==> src/rtl/vram_arbiter.sv <==
// vram_arbiter: shares the single-port video RAM between the LCD fetcher,
// the DMA engine and direct CPU accesses. One access is granted per ce slot
// with fixed priority LCD > DMA > CPU. A CPU that has lost CPU_WAIT_MAX
// consecutive slots is promoted above DMA, but never above LCD.
module vram_arbiter #(
  parameter int AW           = 13,
  parameter int CPU_WAIT_MAX = 3
) (
  input  logic          clk,
  input  logic          reset,
  input  logic          ce,
  input  logic          lcd_en,
  input  logic          lcd_req,
  input  logic [AW-1:0] lcd_addr,
  input  logic          dma_req,
  input  logic          dma_we,
  input  logic [AW-1:0] dma_addr,
  input  logic [7:0]    dma_wdata,
  input  logic          cpu_req,
  input  logic          cpu_we,
  input  logic [AW-1:0] cpu_addr,
  input  logic [7:0]    cpu_wdata,
  input  logic [7:0]    vram_rdata,
  output logic [AW-1:0] vram_addr,
  output logic          vram_we,
  output logic [7:0]    vram_wdata,
  output logic          lcd_gnt,
  output logic          dma_gnt,
  output logic          cpu_gnt,
  output logic          lcd_rvalid,
  output logic          dma_rvalid,
  output logic          cpu_rvalid,
  output logic [7:0]    rdata,
  output logic          cpu_wait
);

  // Read tag: which requester owns the read currently in flight.
  localparam logic [1:0] TAG_NONE = 2'd0;
  localparam logic [1:0] TAG_LCD  = 2'd1;
  localparam logic [1:0] TAG_DMA  = 2'd2;
  localparam logic [1:0] TAG_CPU  = 2'd3;

  localparam logic [3:0] WAIT_MAX = 4'(CPU_WAIT_MAX);

  logic [3:0]    starve_cnt;
  logic [1:0]    rd_tag;

  logic          lcd_win;
  logic          dma_win;
  logic          cpu_win;
  logic          any_win;
  logic [AW-1:0] win_addr;
  logic          win_we;
  logic [7:0]    win_wdata;
  logic [1:0]    win_tag;

  // Pick this slot's winner and the bus values it will drive.
  always_comb begin
    lcd_win   = 1'b0;
    dma_win   = 1'b0;
    cpu_win   = 1'b0;
    win_addr  = vram_addr;
    win_we    = 1'b0;
    win_wdata = vram_wdata;
    win_tag   = TAG_NONE;
    if (lcd_req && lcd_en) begin
      lcd_win  = 1'b1;
      win_addr = lcd_addr;
      win_tag  = TAG_LCD;
    end else if (cpu_req && (starve_cnt >= WAIT_MAX)) begin
      cpu_win   = 1'b1;
      win_addr  = cpu_addr;
      win_we    = cpu_we;
      win_wdata = cpu_wdata;
      win_tag   = cpu_we ? TAG_NONE : TAG_CPU;
    end else if (dma_req) begin
      dma_win   = 1'b1;
      win_addr  = dma_addr;
      win_we    = dma_we;
      win_wdata = dma_wdata;
      win_tag   = dma_we ? TAG_NONE : TAG_DMA;
    end else if (cpu_req) begin
      cpu_win   = 1'b1;
      win_addr  = cpu_addr;
      win_we    = cpu_we;
      win_wdata = cpu_wdata;
      win_tag   = cpu_we ? TAG_NONE : TAG_CPU;
    end
    any_win = lcd_win | dma_win | cpu_win;
  end

  // Register the VRAM bus; an idle slot only drops the write strobe.
  always_ff @(posedge clk or posedge reset) begin
    if (reset) begin
      vram_addr  <= '0;
      vram_we    <= 1'b0;
      vram_wdata <= '0;
    end else if (ce) begin
      if (any_win) begin
        vram_addr  <= win_addr;
        vram_we    <= win_we;
        vram_wdata <= win_wdata;
      end else begin
        vram_we <= 1'b0;
      end
    end
  end

  // One-slot grant pulses and the CPU stall flag.
  always_ff @(posedge clk or posedge reset) begin
    if (reset) begin
      lcd_gnt  <= 1'b0;
      dma_gnt  <= 1'b0;
      cpu_gnt  <= 1'b0;
      cpu_wait <= 1'b0;
    end else if (ce) begin
      lcd_gnt  <= lcd_win;
      dma_gnt  <= dma_win;
      cpu_gnt  <= cpu_win;
      cpu_wait <= cpu_req & ~cpu_win;
    end
  end

  // Read return pipeline: tag at grant, data and rvalid one slot later.
  always_ff @(posedge clk or posedge reset) begin
    if (reset) begin
      rd_tag     <= TAG_NONE;
      lcd_rvalid <= 1'b0;
      dma_rvalid <= 1'b0;
      cpu_rvalid <= 1'b0;
      rdata      <= '0;
    end else if (ce) begin
      rd_tag     <= win_tag;
      lcd_rvalid <= (rd_tag == TAG_LCD);
      dma_rvalid <= (rd_tag == TAG_DMA);
      cpu_rvalid <= (rd_tag == TAG_CPU);
      if (rd_tag != TAG_NONE) begin
        rdata <= vram_rdata;
      end
    end
  end

  // Count consecutive lost CPU slots, saturating so a long LCD run cannot wrap it.
  always_ff @(posedge clk or posedge reset) begin
    if (reset) begin
      starve_cnt <= '0;
    end else if (ce) begin
      if (cpu_req && !cpu_win) begin
        if (starve_cnt != 4'hF) begin
          starve_cnt <= starve_cnt + 4'd1;
        end
      end else begin
        starve_cnt <= '0;
      end
    end
  end

endmodule

==> config.mk <==
export PLATFORM = sky130hd
export DESIGN_NAME = vram_arbiter
export DESIGN_NICKNAME = d
export VERILOG_FILES = /design/src/rtl/vram_arbiter.sv
export SDC_FILE = /design/constraint.sdc
export NUM_CORES = 1
export LEC_CHECK = 0
export ABC_CLOCK_PERIOD_IN_PS = 1650
export CAP_MARGIN = 5
export CORE_MARGIN = 2
export CORE_UTILIZATION = 36
export DETAILED_ROUTE_END_ITERATION = 6
export GPL_ROUTABILITY_DRIVEN = 0
export MAX_ROUTING_LAYER = met4
export PLACE_DENSITY = 0.77
export SLEW_MARGIN = 20
export SYNTH_ARGS = -nofsm -noshare
export SYNTH_HDL_FRONTEND = slang
export SYNTH_SLANG_ARGS = --single-unit
==> constraint.sdc <==
create_clock -name clk -period 1.65 [get_ports clk]
set_input_delay 0.33 -clock clk [delete_from_list [all_inputs] [get_ports clk]]
set_output_delay 0.33 -clock clk [all_outputs]
set_load 0.02 [all_outputs]
==> results by group, run 1 <==
Die
  – Core area: 5540 um^2
  – Die width: 79.9 um
  – Die footprint: 6390 um^2
  – Die height: 79.9 um
  – Initial core utilization: between 30% and 40%
  – I/O Pins: 109
  – Core Rows: 27

Power
  – P_leak: 1.56 nW
  – Peak VDD IR: 0.418 mV
  – PD cells: ~840 nW/um^2

Place
  – Dpl cells: about 380
  – Dpl hpwl: 4.31 mm
  – Place WS: -0.261 ns
  – Buffers on Ports: 108

STA
  – Total negative slack: 0 ns
  – Fin Clk Skew: 0.00930 ns
  – Slew @ Worst Pin: approximately 0.45 ns
  – Slew headroom: 69.7%
  – Hold Vio Cnt, Final: 0
  – F_max: 622 MHz
  – Final setup fails: 0
  – Fin crit share: 97.4%
  – Post-layout min period: 1.61 ns
  – Fin. max-slew vios: 0
  – RSZ-0062 raised after global routing: no
  – Fin worst setup slack: roughly 0.043 ns
  – Hold WS: 0.380 ns

Yosys
  – Synthesized flop and latch total: 43
  – Cell taking the most area after synthesis: dfrtp_1
  – Avg Cell Area, Syn: 11.0 um^2
  – Unique masters post-synth: 32
  – Post-synth EDFFs: 0
  – Post-synthesis xor/xnor area fraction: 0%
  – Most frequent cell after synthesis: dfrtp_1
  – Largest family of logic cells by synthesized area: compound AO/OA/AOI/OAI gates
  – Mux cell area share after synthesis: 15.6%
  – Commonest cells in the synthesized netlist: dfrtp_1 (43), o21ai_1 (22), mux2i_1 (21)
  – Ranking of synthesized cells by area: dfrtp_1 (52%), mux2i_1 (10%), mux2_2 (5.4%)
  – Yosys warns: 0
  – Main synth FF type: dfrtp_1
  – Post-synthesis cell count: ~190
  – Synth Area in Simple Gates: 10.1%
  – Sequential share of the synthesized area: approximately half
  – Mapped Nets: 262
  – Async S/R FF share, synth: 100%
  – Top cell type's share of synthesized area: between 50% and 60%
  – Adder-cell area share of the yosys netlist: less than 1%
  – Mapped Area: 2070 um^2
  – Compound-Gate Fraction of Synth Area: 17.2%

Worst setup path
  – Worst Path Class, Setup: flip-flop to primary output
  – Critical path cell sequence: clkdlybuf4s50_1
  – Crit path largest cell delay: a little over 0.6 ns
  – Family with the most delay on the worst path: buffers and inverters
  – Critical path peak fanout: 2
  – CP Launch Type: flip-flop
  – Crit end category: primary output
  – Worst path bufs/invs: 1
  – Critical-path top delay cell: clkdlybuf4s50_1
  – CP arrival: approximately 1.3 ns
  – CP Data Required Time: 1.32 ns

Cells and area
  – Area growth syn-to-layout: 68.4%
  – Post-route insts no fill: 386
  – Share of cells above drive strength 1: 14.3%
  – Antenna diodes: 0
  – Final core utilization: between 60 and 70%
  – Multi-input gate area: just over 900 um^2
  – Nets@finish: roughly 390
  – Register area: 1080 um^2
  – Fill cell count: 478

Detailed routing
  – Wirelength per Cell: 14.0 um
  – Vias: roughly 1900
  – Antenna-violating nets left: 0
  – Vias per cell: 4.88
  – Drt pass-1 iters: 4
  – DRC Markers: 0
  – Routed wire length: 5.40 mm
  – Iteration-0 DRC Markers: 68

Clock network
  – Clk_lat worst skew: 0.29 ns
  – CTS max path bufs: 2
  – Inserted Clock Buffers: 5
  – Clock sinks: 43
  – Clk slew on worst S/H paths: 0.08 ns
  – CTS tree: yes
  – CTS Hold Bufs: 0
  – CTS Root Cell: clkbuf_8
  – H-Tree Depth: 2

Flow run
  – Max-Cap Viols: 0

Global route
  – Vias in the first global route: between 1500 and 2000
  – Total global-route track usage: between 10% and 20%
  – Total grt overflow: 0
  – First-pass GRT wire length: 8.58 mm
  – Initial antenna violation count: 0
  – Largest net degree at the start of global routing: 44

Run status
  – Status: finished clean

Hold path
  – HP Class: input port to asynchronous set/reset pin
==> final timing paths <==
path	to	cells after the start	slack, ns	start
setup / recovery	vram_addr[0]	1	0.04	vram_addr[0]$_DFFE_PP0P_
hold / removal	vram_wdata[1]$_DFFE_PP0P_	3	0.38	reset
setup reg to reg	rd_tag[1]$_DFFE_PP0P_	6	0.11	starve_cnt[0]$_DFFE_PP0P_
hold reg to reg	vram_wdata[4]$_DFFE_PP0P_	2	0.49	vram_wdata[4]$_DFFE_PP0P_
max in group asynchronous	vram_addr[1]$_DFFE_PP0P_	3	1.07	reset
min in group clk	vram_wdata[4]$_DFFE_PP0P_	2	0.49	vram_wdata[4]$_DFFE_PP0P_
==> where the power goes <==
part	switching, mW	internal, mW	leakage (nW)	total, mW
sequential	0.0810	1.20	0.536	1.28
clock	0.355	0.296	0.0412	0.651
combinational	0.443	0.563	0.978	1.01
==> per-stage QoR <==
step | power [mW] | cell area (um^2)
6_report | 2.94 | 3490
3_5_place_dp | 2.30 | 3350
3_3_place_gp | 2.28 | 3350
5_1_grt | 3.11 | 3490
4_1_cts | 2.96 | 3440
2_1_floorplan | 1.74 | 2070
==> placed cells by master, fill, tap and decap left out, types with 6 or more instances in the layout <==
| master | Yosys | routed |
|---|---|---|
| o21ai_0 | 6 | 6 |
| mux2_2 | 10 | 10 |
| o21ai_1 | 22 | 22 |
| clkdlybuf4s50_1 | 0 | 105 |
| a21oi_1 | 16 | 16 |
| nand2_1 | 13 | 13 |
| buf_4 | 1 | 15 |
| and3_1 | 13 | 13 |
| mux2i_1 | 21 | 20 |
| dfrtp_1 | 43 | 43 |
==> state kept, by name, indices dropped and copies added, names as in the netlist <==
register / cells
rd_tag: 2
vram_wdata: 8
vram_we: 1
dma_gnt: 1
lcd_gnt: 1
starve_cnt: 4
lcd_rvalid: 1
cpu_rvalid: 1
cpu_gnt: 1
dma_rvalid: 1
vram_addr: 13
rdata: 8
cpu_wait: 1
==> repair_timing <==
| action | 4_1_cts | 5_1_grt |
|---|---|---|
| cloned | 0 | 0 |
| setup endpoints to repair | 1 | 20 |
| buffers inserted | 0 | 1 |
| pin swaps | 1 | 3 |
| resized for setup | 1 | 8 |
==> layer usage <==
metal	part of all wire (%)	GRT usage [%]	up-vias	wire (um)
met5	0	-	-	0
met4	1.4	5.08	0	77
met3	8.2	5.20	9	440
met2	49	29.7	78	2630
met1	42	21.0	866	2250
li1	-	-	931	-
==> area by class of cell <==
class                      instances  share of cell area [%]
timing repair buffer             128                    37.0
tap                               72                    2.58
sequential                        43                    30.8
clock inverter                     2                   0.358
multi-input combinational        130                    26.6
clock buffer                       6                    2.08
inverter                           5                   0.537
==> logic make-up after synthesis <==
logic type / count (synthesis)
AOI/OAI and AO/OA: 58
DFF: 43
muxes: 31
buffers and inverters: 16
and+or+nand+nor: 40
adders and majority gates: 1
Note: power is estimated with default switching activity, not from simulation.
==> inputs of run 2 (changes only) <==
- ABC_CLOCK_PERIOD_IN_PS: 1650 -> unset
- REMOVE_ABC_BUFFERS: unset -> 1
==> run 2 against run 1 <==
Against the previous run:
- design area up 1.1%
- sequential cell count is the same
- critical path depth unchanged
- setup slack got worse by 0.0099 ns
- largest cell class unchanged
- first-iteration DRC count increased by 12%
==> results by group, run 2 (synthesis results as in run 1) <==
Run status
  – Status: finished clean (unchanged)

Cells and area
  – Multi-input gate area: 965 um^2 (was 931 um^2)
  – Register area: 1080 um^2 (unchanged)
  – Area growth syn-to-layout: 70.3% (was 68.4%)
  – Most common cell after layout, fill and taps aside: clkdlybuf4s50_1 (unchanged)
  – Share of cells above drive strength 1: 14.8% (was 14.3%)
  – Largest register FFs: 13 (unchanged)
  – Largest regs: vram_addr: 13 flops, rdata: 8 flops, vram_wdata: 8 flops (unchanged)
  – Reg with most FFs: vram_addr (unchanged)
  – Most frequent cells in the layout: clkdlybuf4s50_1 (103), dfrtp_1 (43), o21ai_1 (23) (was clkdlybuf4s50_1 (105), dfrtp_1 (43), o21ai_1 (22))
  – Antenna diodes: 0 (unchanged)
  – Nets@finish: 385 (was 386)
  – Fill cell count: 468 (was 478)

STA
  – Fin Clk Skew: 0.00563 ns (was 0.00930 ns)
  – Final setup fails: 0 (unchanged)
  – Post-layout min period: 1.62 ns (was 1.61 ns)
  – Fin crit share: 98.0% (was 97.4%)
  – Fin. max-slew vios: 0 (unchanged)
  – RSZ-0062 raised after global routing: no (unchanged)
  – Hold WS: 0.330 ns (was 0.380 ns)
  – Hold Vio Cnt, Final: 0 (unchanged)
  – Slew @ Worst Pin: 0.422 ns (was 0.455 ns)
  – Slew headroom: 71.9% (was 69.7%)
  – Total negative slack: 0 ns (unchanged)
  – F_max: 618 MHz (was 622 MHz)

Detailed routing
  – Wirelength per Cell: 14.6 um (was 14.0 um)
  – Iteration-0 DRC Markers: 76 (was 68)
  – DRC Markers: 0 (unchanged)
  – Vias per cell: 4.89 (was 4.88)
  – Drt pass-1 iters: 6 (was 4)
  – Routed wire length: 5.58 mm (was 5.40 mm)
  – Antenna-violating nets left: 0 (unchanged)
  – Vias: 1874 (was 1884)

Global route
  – First-pass GRT wire length: 8.78 mm (was 8.58 mm)
  – Largest net degree at the start of global routing: 22 (was 44)
  – Initial antenna violation count: 0 (unchanged)
  – Total grt overflow: 0 (unchanged)
  – Vias in the first global route: 1924 (was 1869)
  – Total global-route track usage: 18.3% (was 17.8%)

Power
  – PD cells: 824 nW/um^2 (was 841 nW/um^2)
  – Comb pwr share: 35.3% (was 34.2%)
  – Peak VDD IR: 0.409 mV (was 0.418 mV)
  – Flop pwr share: 44.3% (was 43.6%)
  – Internal: 2.06 mW (about the same)
  – P_leak: 1.57 nW (was 1.56 nW)
  – Clk network pwr share: 20.4% (was 22.2%)
  – Sw power: 0.853 mW (was 0.879 mW)
  – Switch share: 29.3% (was 29.9%)

Worst setup path
  – Critical-path top delay cell: clkdlybuf4s50_1 (unchanged)
  – CP arrival: 1.29 ns (was 1.28 ns)
  – Worst path bufs/invs: 1 (unchanged)
  – Family with the most delay on the worst path: buffers and inverters (unchanged)
  – CP Data Required Time: 1.32 ns (about the same)
  – CP Launch Type: flip-flop (unchanged)
  – Worst Path Class, Setup: flip-flop to primary output (unchanged)
  – Critical path cell sequence: clkdlybuf4s50_1 (unchanged)
  – Crit end category: primary output (unchanged)
  – Critical path peak fanout: 2 (unchanged)
  – Crit path largest cell delay: 0.62 ns (was 0.61 ns)

Flow run
  – Max-Cap Viols: 0 (unchanged)

Die
  – Core area: 5540 um^2 (unchanged)
  – Die height: 79.9 um (unchanged)
  – Initial core utilization: 37.4% (unchanged)
  – Die width: 79.9 um (unchanged)
  – Core Rows: 27 (unchanged)
  – Die footprint: 6390 um^2 (unchanged)
  – I/O Pins: 109 (unchanged)

Hold path
  – HP Class: input port to asynchronous set/reset pin (unchanged)

Clock network
  – Clk slew on worst S/H paths: 0.07 ns (was 0.08 ns)
  – Inserted Clock Buffers: 5 (unchanged)
  – Clock sinks: 43 (unchanged)
  – CTS Hold Bufs: 0 (unchanged)
  – CTS Root Cell: clkbuf_8 (unchanged)
  – CTS tree: yes (unchanged)
  – Clk_lat worst skew: 0.29 ns (about the same)
  – H-Tree Depth: 2 (unchanged)
  – CTS max path bufs: 2 (unchanged)

Place
  – Dpl hpwl: 4.42 mm (was 4.31 mm)
  – Buffers on Ports: 108 (unchanged)
run 2: cell count changes in the layout (fill, tap and decap cells not counted), sizes merged:
cell / change
clkinvlp: -1
buf: -1
clkinv: -1
dlymetal6s2s: +2
clkdlybuf4s50: -2
run 2: layer usage:
| metal | up-vias | track usage, % | wire [um] | part of all wire (%) |
|---|---|---|---|---|
| met1 | 859 | 21.4 | 2320 | 42 |
| met4 | 0 | 6.78 | 114 | 2.0 |
| li1 | 928 | - | - | - |
| met2 | 75 | 30.7 | 2750 | 49 |
| met3 | 12 | 4.41 | 383 | 6.9 |
| met5 | - | - | 0 | 0 |
run 2: path summary, 6_finish.rpt:
check | end | from | slack [ns] | cells after the start
min in group clk | vram_wdata[4]$_DFFE_PP0P_ | vram_wdata[4]$_DFFE_PP0P_ | 0.49 | 2
worst min-delay path | rdata[3]$_DFFE_PP0P_ | reset | 0.33 | 2
worst max register to register | vram_addr[9]$_DFFE_PP0P_ | starve_cnt[0]$_DFFE_PP0P_ | 0.14 | 6
worst min register to register | vram_wdata[4]$_DFFE_PP0P_ | vram_wdata[4]$_DFFE_PP0P_ | 0.49 | 2
max in group asynchronous | vram_addr[0]$_DFFE_PP0P_ | reset | 0.91 | 3
worst max-delay path | vram_addr[2] | vram_addr[2]$_DFFE_PP0P_ | 0.03 | 1
run 2: power by group through the flow:
stage               clock network, mW  logic (mW)  registers, mW
floorplan                           0       0.248           1.47
global placement                    0        1.00           1.30
detailed placement                  0        1.02           1.30
CTS                             0.627        1.02           1.29
global route                    0.679        1.10           1.30
finish                          0.594        1.03           1.29
run 2: metrics by stage:
stage | worst slack (ns) | total power, mW | utilization [%] | instances | instance area [um^2]
3_5_place_dp | -0.144 | 2.32 | 61.0 | 376 | 3380
6_report | 0.0327 | 2.91 | 63.8 | 383 | 3530
4_1_cts | 0.00506 | 2.94 | 62.6 | 382 | 3470
2_1_floorplan | -0.153 | 1.72 | - | 178 | 2000
3_3_place_gp | -0.101 | 2.30 | 61.0 | 376 | 3380
5_1_grt | 0.00266 | 3.09 | 63.8 | 383 | 3530
run 2: layout make-up:
| class | instances | share of cell area, % |
|---|---|---|
| timing repair buffer | 127 | 37.1 |
| sequential | 43 | 30.5 |
| multi-input combinational | 130 | 27.3 |
| tap | 72 | 2.55 |
| clock buffer | 6 | 2.05 |
| inverter | 5 | 0.531 |
run 2: repair_timing:
item,CTS,global route
pin swaps,0,1
gates resized for setup,3,14
cloned,0,0
endpoints found under the setup margin,21,15
setup buffers,0,1
==> inputs of run 3 (changes only) <==
- CORE_UTILIZATION: 36 -> 42
- GPL_TIMING_DRIVEN: unset -> 1
- PLACE_DENSITY: 0.77 -> 0.85
- clock period: 1.65 -> 1.99 ns (I/O delays scaled with it)
==> run 3 against run 2 <==
Against the previous run:
- register-to-register slack improved by 0.10 ns
- clock power decreased by 5.6%
- combinational power decreased by 22%
- cell count decreased by 2.9%
- hold slack improved by 0.084 ns
- sequential cell count unchanged
- die area decreased by 14%
- global-route usage increased by 2.2 points
- core utilization increased by 7.2 points
- critical path depth increased by 5
- largest cell class unchanged
- highest routed layer unchanged
==> results by group, run 3 (synthesis results as in run 1) <==
Die
  – Initial core utilization: 43.6% (was 37.4%)
  – I/O Pins: 109 (unchanged)
  – Core Rows: 25 (was 27)
  – Core area: 4750 um^2 (was 5540 um^2)
  – Die footprint: 5520 um^2 (was 6390 um^2)
  – Die height: 74.3 um (was 79.9 um)
  – Die width: 74.3 um (was 79.9 um)

Detailed routing
  – Drt pass-1 iters: 4 (was 6)
  – Vias per cell: 5.03 (was 4.89)
  – Routed wire length: 5.37 mm (was 5.58 mm)
  – Iteration-0 DRC Markers: 75 (was 76)
  – Wirelength per Cell: 14.4 um (was 14.6 um)
  – DRC Markers: 0 (unchanged)
  – Vias: 1871 (was 1874)
  – Antenna-violating nets left: 0 (unchanged)

Worst setup path
  – Crit end category: flip-flop (was primary output)
  – Critical path peak fanout: 16 (was 2)
  – CP Data Required Time: 2.17 ns (was 1.32 ns)
  – Worst Path Class, Setup: flip-flop to flip-flop (was flip-flop to primary output)
  – Flop-to-flop setup slack: 0.24 ns (was 0.14 ns)
  – CP arrival: 1.93 ns (was 1.29 ns)
  – Reg-to-Reg Start: starve_cnt[0]$_DFFE_PP0P_ (unchanged)
  – R2R depth: 6 (unchanged)
  – CP Launch Type: flip-flop (unchanged)
  – Worst R2R End: vram_addr[3]$_DFFE_PP0P_ (was vram_addr[9]$_DFFE_PP0P_)

Power
  – P_leak: 1.47 nW (was 1.57 nW)
  – Peak VDD IR: 0.383 mV (was 0.409 mV)
  – PD cells: 721 nW/um^2 (was 824 nW/um^2)
  – PnR Total Power: 2.43 mW (was 2.91 mW)

STA
  – Fin crit share: slightly below 90%
  – Slew headroom: 59.2% (was 71.9%)
  – Slew @ Worst Pin: 0.608 ns (was 0.422 ns)
  – Post-layout min period: 1.75 ns
  – Total negative slack: 0 ns (unchanged)
  – Fin. max-slew vios: 0 (unchanged)
  – Hold Vio Cnt, Final: 0 (unchanged)
  – Fin Clk Skew: 0.00595 ns (was 0.00563 ns)
  – Final setup fails: 0 (unchanged)
  – RSZ-0062 raised after global routing: no (unchanged)
  – Hold WS: 0.414 ns (was 0.330 ns)
  – F_max: approximately 570 MHz

Cells and area
  – Final core utilization: 71.0% (was 63.8%)
  – Most common cell after layout, fill and taps aside: clkdlybuf4s50_1 (unchanged)
  – Multi-input gate area: 901 um^2 (was 965 um^2)
  – Largest regs: vram_addr: 13 flops, rdata: 8 flops, vram_wdata: 8 flops (unchanged)
  – Fill cell count: 381 (was 468)
  – Antenna diodes: 0 (unchanged)
  – Most frequent cells in the layout: clkdlybuf4s50_1 (108), dfrtp_1 (43), o21ai_1 (22) (was clkdlybuf4s50_1 (103), dfrtp_1 (43), o21ai_1 (23))
  – Nets@finish: 377 (was 385)
  – Register area: 1080 um^2 (unchanged)
  – Largest register FFs: 13 (unchanged)
  – Area growth syn-to-layout: 62.7% (was 70.3%)
  – Reg with most FFs: vram_addr (unchanged)
  – Share of cells above drive strength 1: 10.8% (was 14.8%)

Clock network
  – CTS Hold Bufs: 0 (unchanged)
  – CTS Root Cell: clkbuf_8 (unchanged)
  – CTS max path bufs: 2 (unchanged)
  – CTS tree: yes (unchanged)
  – Clk_lat worst skew: 0.29 ns (about the same)
  – Post-CTS sizing: 0 (was 3)
  – Post-CTS setup buffers: 0 (unchanged)
  – Clk slew on worst S/H paths: 0.09 ns (was 0.07 ns)
  – Inserted Clock Buffers: 5 (unchanged)
  – Clock sinks: 43 (unchanged)
  – H-Tree Depth: 2 (unchanged)

Global route
  – Initial antenna violation count: 0 (unchanged)
  – Total grt overflow: 0 (unchanged)
  – Largest net degree at the start of global routing: 30 (was 22)
  – First-pass GRT wire length: 8.45 mm (was 8.78 mm)
  – Vias in the first global route: 1830 (was 1924)
  – Total global-route track usage: 20.5% (was 18.3%)

Place
  – Buffers on Ports: 108 (unchanged)
  – Dpl hpwl: 4.24 mm (was 4.42 mm)

Flow run
  – Max-Cap Viols: 0 (unchanged)

Run status
  – Status: finished clean (unchanged)

Hold path
  – HP Class: input port to asynchronous set/reset pin (unchanged)
[run 3: changes by cell type in the layout (fill, tap and decap cells not counted), moves of 2 or more]
cell / before / now
buf_4: 13 / 8
clkinv_4: 0 / 2
mux2i_2: 3 / 0
mux2i_4: 2 / 0
buf_12: 6 / 3
clkdlybuf4s50_1: 103 / 108
mux2i_1: 16 / 21
dlymetal6s2s_1: 5 / 0
[run 3: layout make-up]
| cell class | instances | area share, % |
|---|---|---|
| Clock buffer | 5 | 2.04 |
| Multi-Input combinational cell | 130 | 26.7 |
| Tap cell | 67 | 2.48 |
| Inverter | 5 | 0.556 |
| Clock inverter | 3 | 0.742 |
| Sequential cell | 43 | 31.9 |
| Timing Repair Buffer | 119 | 35.6 |
[run 3: critical path, stage by stage (launching register included)]
cell and delay [ns]:
dfrtp_1 0.43, ha_1 0.29, o31ai_2 0.29, nand2_2 0.14
buf_12 0.18, mux2i_1 0.20, o21ai_1 0.09
[run 3: where the power goes]
group	leakage [nW]	switching, mW	internal [mW]	total (mW)
Sequential	0.536	0.0709	0.995	1.07
Clock	0.0443	0.310	0.251	0.561
Combinational	0.890	0.360	0.447	0.807
Total	1.47	0.741	1.69	2.43
[run 3: metal layers]
metal	track usage, %	vias up	wire [um]
met1	27.1	886	2290
met5	-	-	0
met3	4.34	6	360
met4	5.56	0	61
li1	-	906	-
met2	32.4	73	2660
[run 3: how the worst max path moves through the flow]
stage                                    startpoint                       end  slack [ns]  depth (start not counted)
final                     starve_cnt[0]$_DFFE_PP0P_  vram_addr[3]$_DFFE_PP0P_        0.24                          6
after global routing      starve_cnt[0]$_DFFE_PP0P_  vram_addr[3]$_DFFE_PP0P_        0.12                          6
after CTS                 starve_cnt[0]$_DFFE_PP0P_  vram_addr[3]$_DFFE_PP0P_        0.24                          6
after floorplan           starve_cnt[0]$_DFFE_PP0P_     rd_tag[1]$_DFFE_PP0P_        0.19                          5
after detailed placement                    dma_req       vram_we$_DFFE_PP0P_        0.08                          5
after global placement                      dma_req       vram_we$_DFFE_PP0P_        0.15                          5
[run 3: per-stage QoR]
step           instances  area [um^2]  worst slack (ns)
3_5_place_dp         364         3280            0.0792
4_1_cts              372         3370             0.239
6_report             372         3370             0.244
5_1_grt              372         3370             0.121
3_3_place_gp         364         3280             0.152
2_1_floorplan        178         2000             0.187
